[config.mk]
export PLATFORM = sky130hd
export DESIGN_NAME = c_tile_store
export DESIGN_NICKNAME = d
export VERILOG_FILES = /design/src/rtl/c_tile_pkg.sv /design/src/rtl/c_tile_drain.sv /design/src/rtl/c_tile_store.sv
export SDC_FILE = /design/constraint.sdc
export NUM_CORES = 1
export LEC_CHECK = 0
export ABC_AREA = 1
export BUFFER_PORTS_ARGS = -buffer_cell sky130_fd_sc_hd__buf_2
export CORE_ASPECT_RATIO = 1.2
export CORE_MARGIN = 1
export CORE_UTILIZATION = 25
export DETAILED_ROUTE_END_ITERATION = 6
export PLACE_DENSITY = 0.5
export REMOVE_ABC_BUFFERS = 1
export SLEW_MARGIN = 10
export SYNTH_ARGS = -nofsm -noshare
export SYNTH_HDL_FRONTEND = slang
export SYNTH_HIERARCHICAL = 1
export SYNTH_SLANG_ARGS = --single-unit
[constraint.sdc]
create_clock -name clk -period 4.41 [get_ports clk]
set_input_delay 0.6615 -clock clk [delete_from_list [all_inputs] [get_ports clk]]
set_output_delay 0.6615 -clock clk [all_outputs]
set_load 0.02 [all_outputs]
[src/rtl/c_tile_pkg.sv]
// Shared types for the result-tile store: controller state, index-width helper, write-merge modes.
// No logic of its own: types and pure functions only.
// No flow control here; the store and drain sequencer apply it.
package c_tile_pkg;

    typedef enum logic {
        FILL  = 1'b0,
        DRAIN = 1'b1
    } state_e;

    // How two same-cycle writes combine into one entry.
    typedef enum logic [1:0] {
        MRG_NONE    = 2'd0,   // different addresses (or at most one port live)
        MRG_ACC_ACC = 2'd1,   // mem + din1 + din2
        MRG_OVR_ACC = 2'd2,   // din1 + din2
        MRG_P2_OVR  = 2'd3    // din2 wins
    } merge_e;

    // Index width for a DIM x DIM tile, never narrower than one bit.
    function automatic int calc_aw(input int dim);
        int depth;
        depth = dim * dim;
        return (depth > 1) ? $clog2(depth) : 1;
    endfunction

    // Same-address collision resolution between the two write ports.
    function automatic merge_e merge_mode(input logic same, input logic acc1, input logic acc2);
        if (!same)     return MRG_NONE;
        else if (!acc2) return MRG_P2_OVR;
        else if (acc1)  return MRG_ACC_ACC;
        else            return MRG_OVR_ACC;
    endfunction

endpackage

[src/rtl/c_tile_drain.sv]
// Drain sequencer: FILL/DRAIN state, index counter and registered valid/ready output stage.
// Latency: rd_start at edge t gives index 0 valid in cycle t+1, then one entry per accepted beat.
// Backpressure: out_data/out_idx/out_last hold while out_valid && !out_ready; clear aborts.
module c_tile_drain
    import c_tile_pkg::*;
#(
    parameter int WIDTH = 32,
    parameter int DEPTH = 4,
    parameter int AW    = 2
) (
    input  logic                   clk,
    input  logic                   rst,
    input  logic                   clear,
    input  logic                   tile_full,
    input  logic                   rd_start,
    input  logic [WIDTH*DEPTH-1:0] tile,
    input  logic                   out_ready,
    output logic                   out_valid,
    output logic [WIDTH-1:0]       out_data,
    output logic [AW-1:0]          out_idx,
    output logic                   out_last,
    output logic                   draining,
    output logic                   done
);

    localparam logic [AW-1:0] LAST_IDX = AW'(DEPTH - 1);

    state_e           state_q, state_d;
    logic [AW-1:0]    idx_q, idx_d, nxt_idx;
    logic             valid_q, valid_d;
    logic [WIDTH-1:0] data_q, data_d;
    logic             last_q, last_d;

    // Next-state: start on a full tile, advance on each handshake, return to FILL after the last beat.
    always_comb begin
        state_d = state_q;
        idx_d   = idx_q;
        valid_d = valid_q;
        data_d  = data_q;
        last_d  = last_q;
        done    = 1'b0;
        nxt_idx = idx_q + 1'b1;
        if (clear) begin
            state_d = FILL;
            idx_d   = '0;
            valid_d = 1'b0;
            data_d  = '0;
            last_d  = 1'b0;
        end else begin
            case (state_q)
                FILL: begin
                    if (rd_start && tile_full) begin
                        state_d = DRAIN;
                        idx_d   = '0;
                        valid_d = 1'b1;
                        data_d  = tile[0 +: WIDTH];
                        last_d  = (LAST_IDX == '0);
                    end
                end
                DRAIN: begin
                    if (out_ready) begin
                        if (last_q) begin
                            state_d = FILL;
                            idx_d   = '0;
                            valid_d = 1'b0;
                            data_d  = '0;
                            last_d  = 1'b0;
                            done    = 1'b1;
                        end else begin
                            idx_d  = nxt_idx;
                            data_d = tile[int'(nxt_idx) * WIDTH +: WIDTH];
                            last_d = (nxt_idx == LAST_IDX);
                        end
                    end
                end
                default: state_d = FILL;
            endcase
        end
    end

    // Sequencer and output registers.
    always_ff @(posedge clk or posedge rst) begin
        if (rst) begin
            state_q <= FILL;
            idx_q   <= '0;
            valid_q <= 1'b0;
            data_q  <= '0;
            last_q  <= 1'b0;
        end else begin
            state_q <= state_d;
            idx_q   <= idx_d;
            valid_q <= valid_d;
            data_q  <= data_d;
            last_q  <= last_d;
        end
    end

    assign out_valid = valid_q;
    assign out_data  = data_q;
    assign out_idx   = idx_q;
    assign out_last  = last_q;
    assign draining  = (state_q == DRAIN);

endmodule

[src/rtl/c_tile_store.sv]
// Result-tile store: DIM x DIM register file, two overwrite/accumulate write ports, tile-complete flag, drain.
// Latency: writes visible on c_all the cycle after the edge; drain index 0 one cycle after rd_start.
// Backpressure: drain holds on !out_ready; writes during drain or out of range are dropped with wr_drop.
module c_tile_store
    import c_tile_pkg::*;
#(
    parameter int WIDTH = 32,
    parameter int DIM   = 2,
    parameter int AW    = calc_aw(DIM)
) (
    input  logic                     clk,
    input  logic                     rst,
    input  logic                     clear,
    input  logic                     we1,
    input  logic                     acc1,
    input  logic [AW-1:0]            addr1,
    input  logic [WIDTH-1:0]         din1,
    input  logic                     we2,
    input  logic                     acc2,
    input  logic [AW-1:0]            addr2,
    input  logic [WIDTH-1:0]         din2,
    output logic                     tile_full,
    output logic                     wr_drop,
    input  logic                     rd_start,
    output logic                     out_valid,
    input  logic                     out_ready,
    output logic [WIDTH-1:0]         out_data,
    output logic [AW-1:0]            out_idx,
    output logic                     out_last,
    output logic [WIDTH*DIM*DIM-1:0] c_all
);

    localparam int            DEPTH   = DIM * DIM;
    localparam logic [AW:0]   DEPTH_W = (AW + 1)'(DEPTH);

    logic [WIDTH-1:0] mem_q [DEPTH];
    logic [WIDTH-1:0] mem_d [DEPTH];
    logic [DEPTH-1:0] written_q, written_d;
    logic             wr_drop_q, wr_drop_d;
    logic             draining, drain_done;
    logic             v1, v2, same;
    merge_e           mode;

    // Write-combine: range check, same-address merge, flag update, drop reporting.
    always_comb begin
        v1        = we1 && ({1'b0, addr1} < DEPTH_W);
        v2        = we2 && ({1'b0, addr2} < DEPTH_W);
        same      = v1 && v2 && (addr1 == addr2);
        mode      = merge_mode(same, acc1, acc2);
        mem_d     = mem_q;
        written_d = written_q;
        wr_drop_d = 1'b0;
        if (clear) begin
            for (int i = 0; i < DEPTH; i++) mem_d[i] = '0;
            written_d = '0;
        end else if (draining) begin
            // Tile is frozen while streaming; data survives the drain, flags do not.
            wr_drop_d = we1 || we2;
            if (drain_done) written_d = '0;
        end else begin
            wr_drop_d = (we1 && !v1) || (we2 && !v2);
            case (mode)
                MRG_ACC_ACC: mem_d[addr2] = mem_q[addr2] + din1 + din2;
                MRG_OVR_ACC: mem_d[addr2] = din1 + din2;
                MRG_P2_OVR:  mem_d[addr2] = din2;
                default: begin
                    if (v1) mem_d[addr1] = acc1 ? (mem_q[addr1] + din1) : din1;
                    if (v2) mem_d[addr2] = acc2 ? (mem_q[addr2] + din2) : din2;
                end
            endcase
            if (v1) written_d[addr1] = 1'b1;
            if (v2) written_d[addr2] = 1'b1;
        end
    end

    // Register file, written flags and drop pulse.
    always_ff @(posedge clk or posedge rst) begin
        if (rst) begin
            for (int i = 0; i < DEPTH; i++) mem_q[i] <= '0;
            written_q <= '0;
            wr_drop_q <= 1'b0;
        end else begin
            mem_q     <= mem_d;
            written_q <= written_d;
            wr_drop_q <= wr_drop_d;
        end
    end

    for (genvar g = 0; g < DEPTH; g++) begin : g_call
        assign c_all[g*WIDTH +: WIDTH] = mem_q[g];
    end

    assign tile_full = &written_q;
    assign wr_drop   = wr_drop_q;

    c_tile_drain #(
        .WIDTH (WIDTH),
        .DEPTH (DEPTH),
        .AW    (AW)
    ) u_drain (
        .clk       (clk),
        .rst       (rst),
        .clear     (clear),
        .tile_full (tile_full),
        .rd_start  (rd_start),
        .tile      (c_all),
        .out_ready (out_ready),
        .out_valid (out_valid),
        .out_data  (out_data),
        .out_idx   (out_idx),
        .out_last  (out_last),
        .draining  (draining),
        .done      (drain_done)
    );

endmodule

==> flow_summary.yaml <==
power_and_ir_drop:
  clkPwrFrac_pct: 18.1
  switching_share_pct: 52.3
  powerDensity_mw_per_mm2: 280
  p_leak_nw: 17.4
  intPower_mw: 4.43
  p_switching_mw: 4.86
  power.total_mw: 9.28
  combPwrFrac_pct: 61.7
  power_frac_seq_pct: 20.3
  max-vdd-ir-drop_mv: 0.280
cells_and_area:
  nFillCells: 12500
  fin_cells: 6786
  area_growth_syn_to_layout_pct: 19.5
  final_area_sq_mm: 0.0331
  layout-drive-gt1-share_pct: 12.7
  final_common_cell: "nand2_1"
  layout_common_cells: "nand2_1, nand3_1, inv_1, nor2_1, buf_4"
  nets: 5589
detailed_routing:
  drt_pass1_iterations: 6
  via_count: 36806
  vias_per_cell: 5.42
  finalWirelength_um: 170000
  antenna_left: 0
  drc_errors: 0
  initialDrtViolationCount: 3917
  wl_per_cell_um: 25.0
synth:
  yosys-top-cells-area: "nand2_1, dfrtp_1, nand3_1"
  yosysTopAreaCellShare_pct: 23.7
  synthesis.area_sq_mm: 0.0277
  synth.yosys.seq_area_share_pct: 15.4
  synth.distinct_cells: 51
  synth_edf_count: 0
  syn_inst: 5010
  syn_area_per_cell_sq_um: 5.53
  synth-seq-cells: 170
  synth-main-ff-cell: "dfrtp_1"
  yosysWarnings: 6
  postSynth.asyncResetShare_pct: 100
  yosys.area.top_type: "nand2_1"
clocking:
  cts_max_path_buffers: 2
  post_cts_buffers: 0
  cts_tree: "done"
  cts.sinks: 170
  cts_hold_buf: 0
  cts_resized: 0
  worstSkewPairLatency_ns: 0.56
  clk_pin_slew_ns: 0.08
  cts_max_level: 4
  numCtsBuffers: 17
  root_buffer: "clkbuf_16"
run:
  cap_viol_max_count: 0
floorplan:
  die_h_um: 367
  core_area_sq_mm: 0.110
  die_area_sq_mm: 0.112
  die_w_um: 306
  row_count: 133
  num_io_pins: 243
  start_util_pct: 25.3
global_routing:
  grt_pass1_vias: 35161
  antenna_found_initial: 10
  grt_pass1_wl_um: 243000
  grtUsageTotal_pct: 29.7
  grt_max_degree: 72
  gr-total-overflow: 0
timing:
  tightest_slew_ns: 1.33
  final-setup-viol-count: 0
  maxSlewHeadroom_pct: 11.0
  fmax_ghz: 0.241
  final_max_slew_viol_count: 0
  finClkSkew_ns: 0.0301
  rsz0062_at_grt: "no"
  hold_violations: 0
  finalCritPeriodShare_pct: 93.9
  min_period_ns: 4.14
status:
  status: "complete, no violations"
setup_path:
  cp_max_fo: 29
  cp.arrival_ns: 4.57
  endpoint_kind: "flop"
  worstSetupStartpointType: "input port"
  crit_required_ns: 4.84
  critical_path_class: "in2reg"
min_path:
  hold_path_class: "in2async"
placement:
  place.gp.congestion: 1.06
  portBuffers: 242
  dp_hpwl_um: 133000
  dp.cells: 6751
  place_area_sq_mm: 0.0325
[final cells by class]
class	instances	area, sq um	share of cell area (%)
clock buffer	19	443	1.34
clock inverter	12	143	0.431
sequential	170	4260	12.8
antenna	4	10.0	0.0302
tap	1417	1770	5.35
inverter	581	2190	6.63
timing repair buffer	568	4030	12.2
multi-input combinational	4015	20300	61.2
[metrics by stage]
stage               setup TNS [ns]  hold WS, ns  setup WS, ns  util, %
finish                           0        0.141         0.268     30.2
global route                     0        0.158       0.00527     30.2
CTS                              0        0.111         0.347     30.2
detailed placement           -6.28        0.482        -0.243     29.7
global placement             -5.40        0.474        -0.232     29.7
floorplan                  -241.65        0.496         -2.41        -
[per-layer routing]
metal | GRT usage [%] | part of all wire (%) | vias to the layer above | routed length, um
met5 | 0 | 0.034 | - | 57
met1 | 34.3 | 38 | 17090 | 64700
met2 | 50.3 | 47 | 1906 | 80400
li1 | - | - | 17285 | -
met3 | 5.34 | 7.4 | 517 | 12600
met4 | 19.3 | 7.1 | 8 | 12100
[cell usage after synthesis, types with 55 or more instances]
library cell  instances
o221ai_1             63
buf_2                65
nand4_1              73
ha_1                124
a21oi_1             146
o21ai_0             249
o211ai_1             74
inv_1               562
nand2_1            1750
dfrtp_1             170
clkbuf_1            140
o22ai_1              55
nand3_1             816
a22oi_1              62
nor2_1              336
[registers in the layout, summed over array words and instances, names as in the netlist]
register / flops
u_drain/draining: 1
c_all: 128
u_drain/out_idx: 2
written_q: 4
u_drain/out_valid: 1
wr_drop: 1
u_drain/out_data: 32
u_drain/out_last: 1
[critical path, cell delays in order]
cell      delay, ns
buf_2          0.16
buf_4          0.16
nand2_4        0.16
buf_12         0.21
buf_12         0.16
o221ai_1       0.37
fa_1           0.49
ha_1           0.36
nand2_1        0.16
nor2_1         0.16
inv_1          0.13
nor2_1         0.20
nand4_1        0.27
nand3_1        0.18
nand2_1        0.06
nand2_1        0.11
buf_12         0.13
nand2_1        0.05
nand3_1        0.08
nand4_1        0.08
nand3_1        0.14
nand2_1        0.07
[final timing paths]
path,startpoint,endpoint,slack [ns],cells past startpoint
worst max-delay path,addr2[1],c_all[84],0.27,22
worst min-delay path,rst,c_all[41],0.14,2
worst max register to register,c_all[1],c_all[107],0.39,18
worst min register to register,u_drain/out_data[6],u_drain/out_data[6],0.50,2
max in group asynchronous,rst,u_drain/out_data[25],3.15,3
min in group clk,out_ready,u_drain/draining,0.43,4
[power groups by stage]
stage / registers (mW) / logic [mW] / clock network (mW)
final: 1.88 / 5.72 / 1.68
after global routing: 1.90 / 6.16 / 1.78
after CTS: 1.88 / 5.64 / 1.74
after detailed placement: 1.91 / 5.62 / 0
after global placement: 1.91 / 5.61 / 0
after floorplan: 1.99 / 2.85 / 0
[kinds of logic after synthesis]
logic type / share of synthesized area (%)
AOI/OAI and AO/OA: 16.1
muxes: 0.144
adders and majority gates: 8.13
DFF: 15.4
and+or+nand+nor: 47.1
buffers and inverters: 11.7
xor gates and xnor gates: 1.39
No activity file was read; power rests on OpenSTA's default activity.
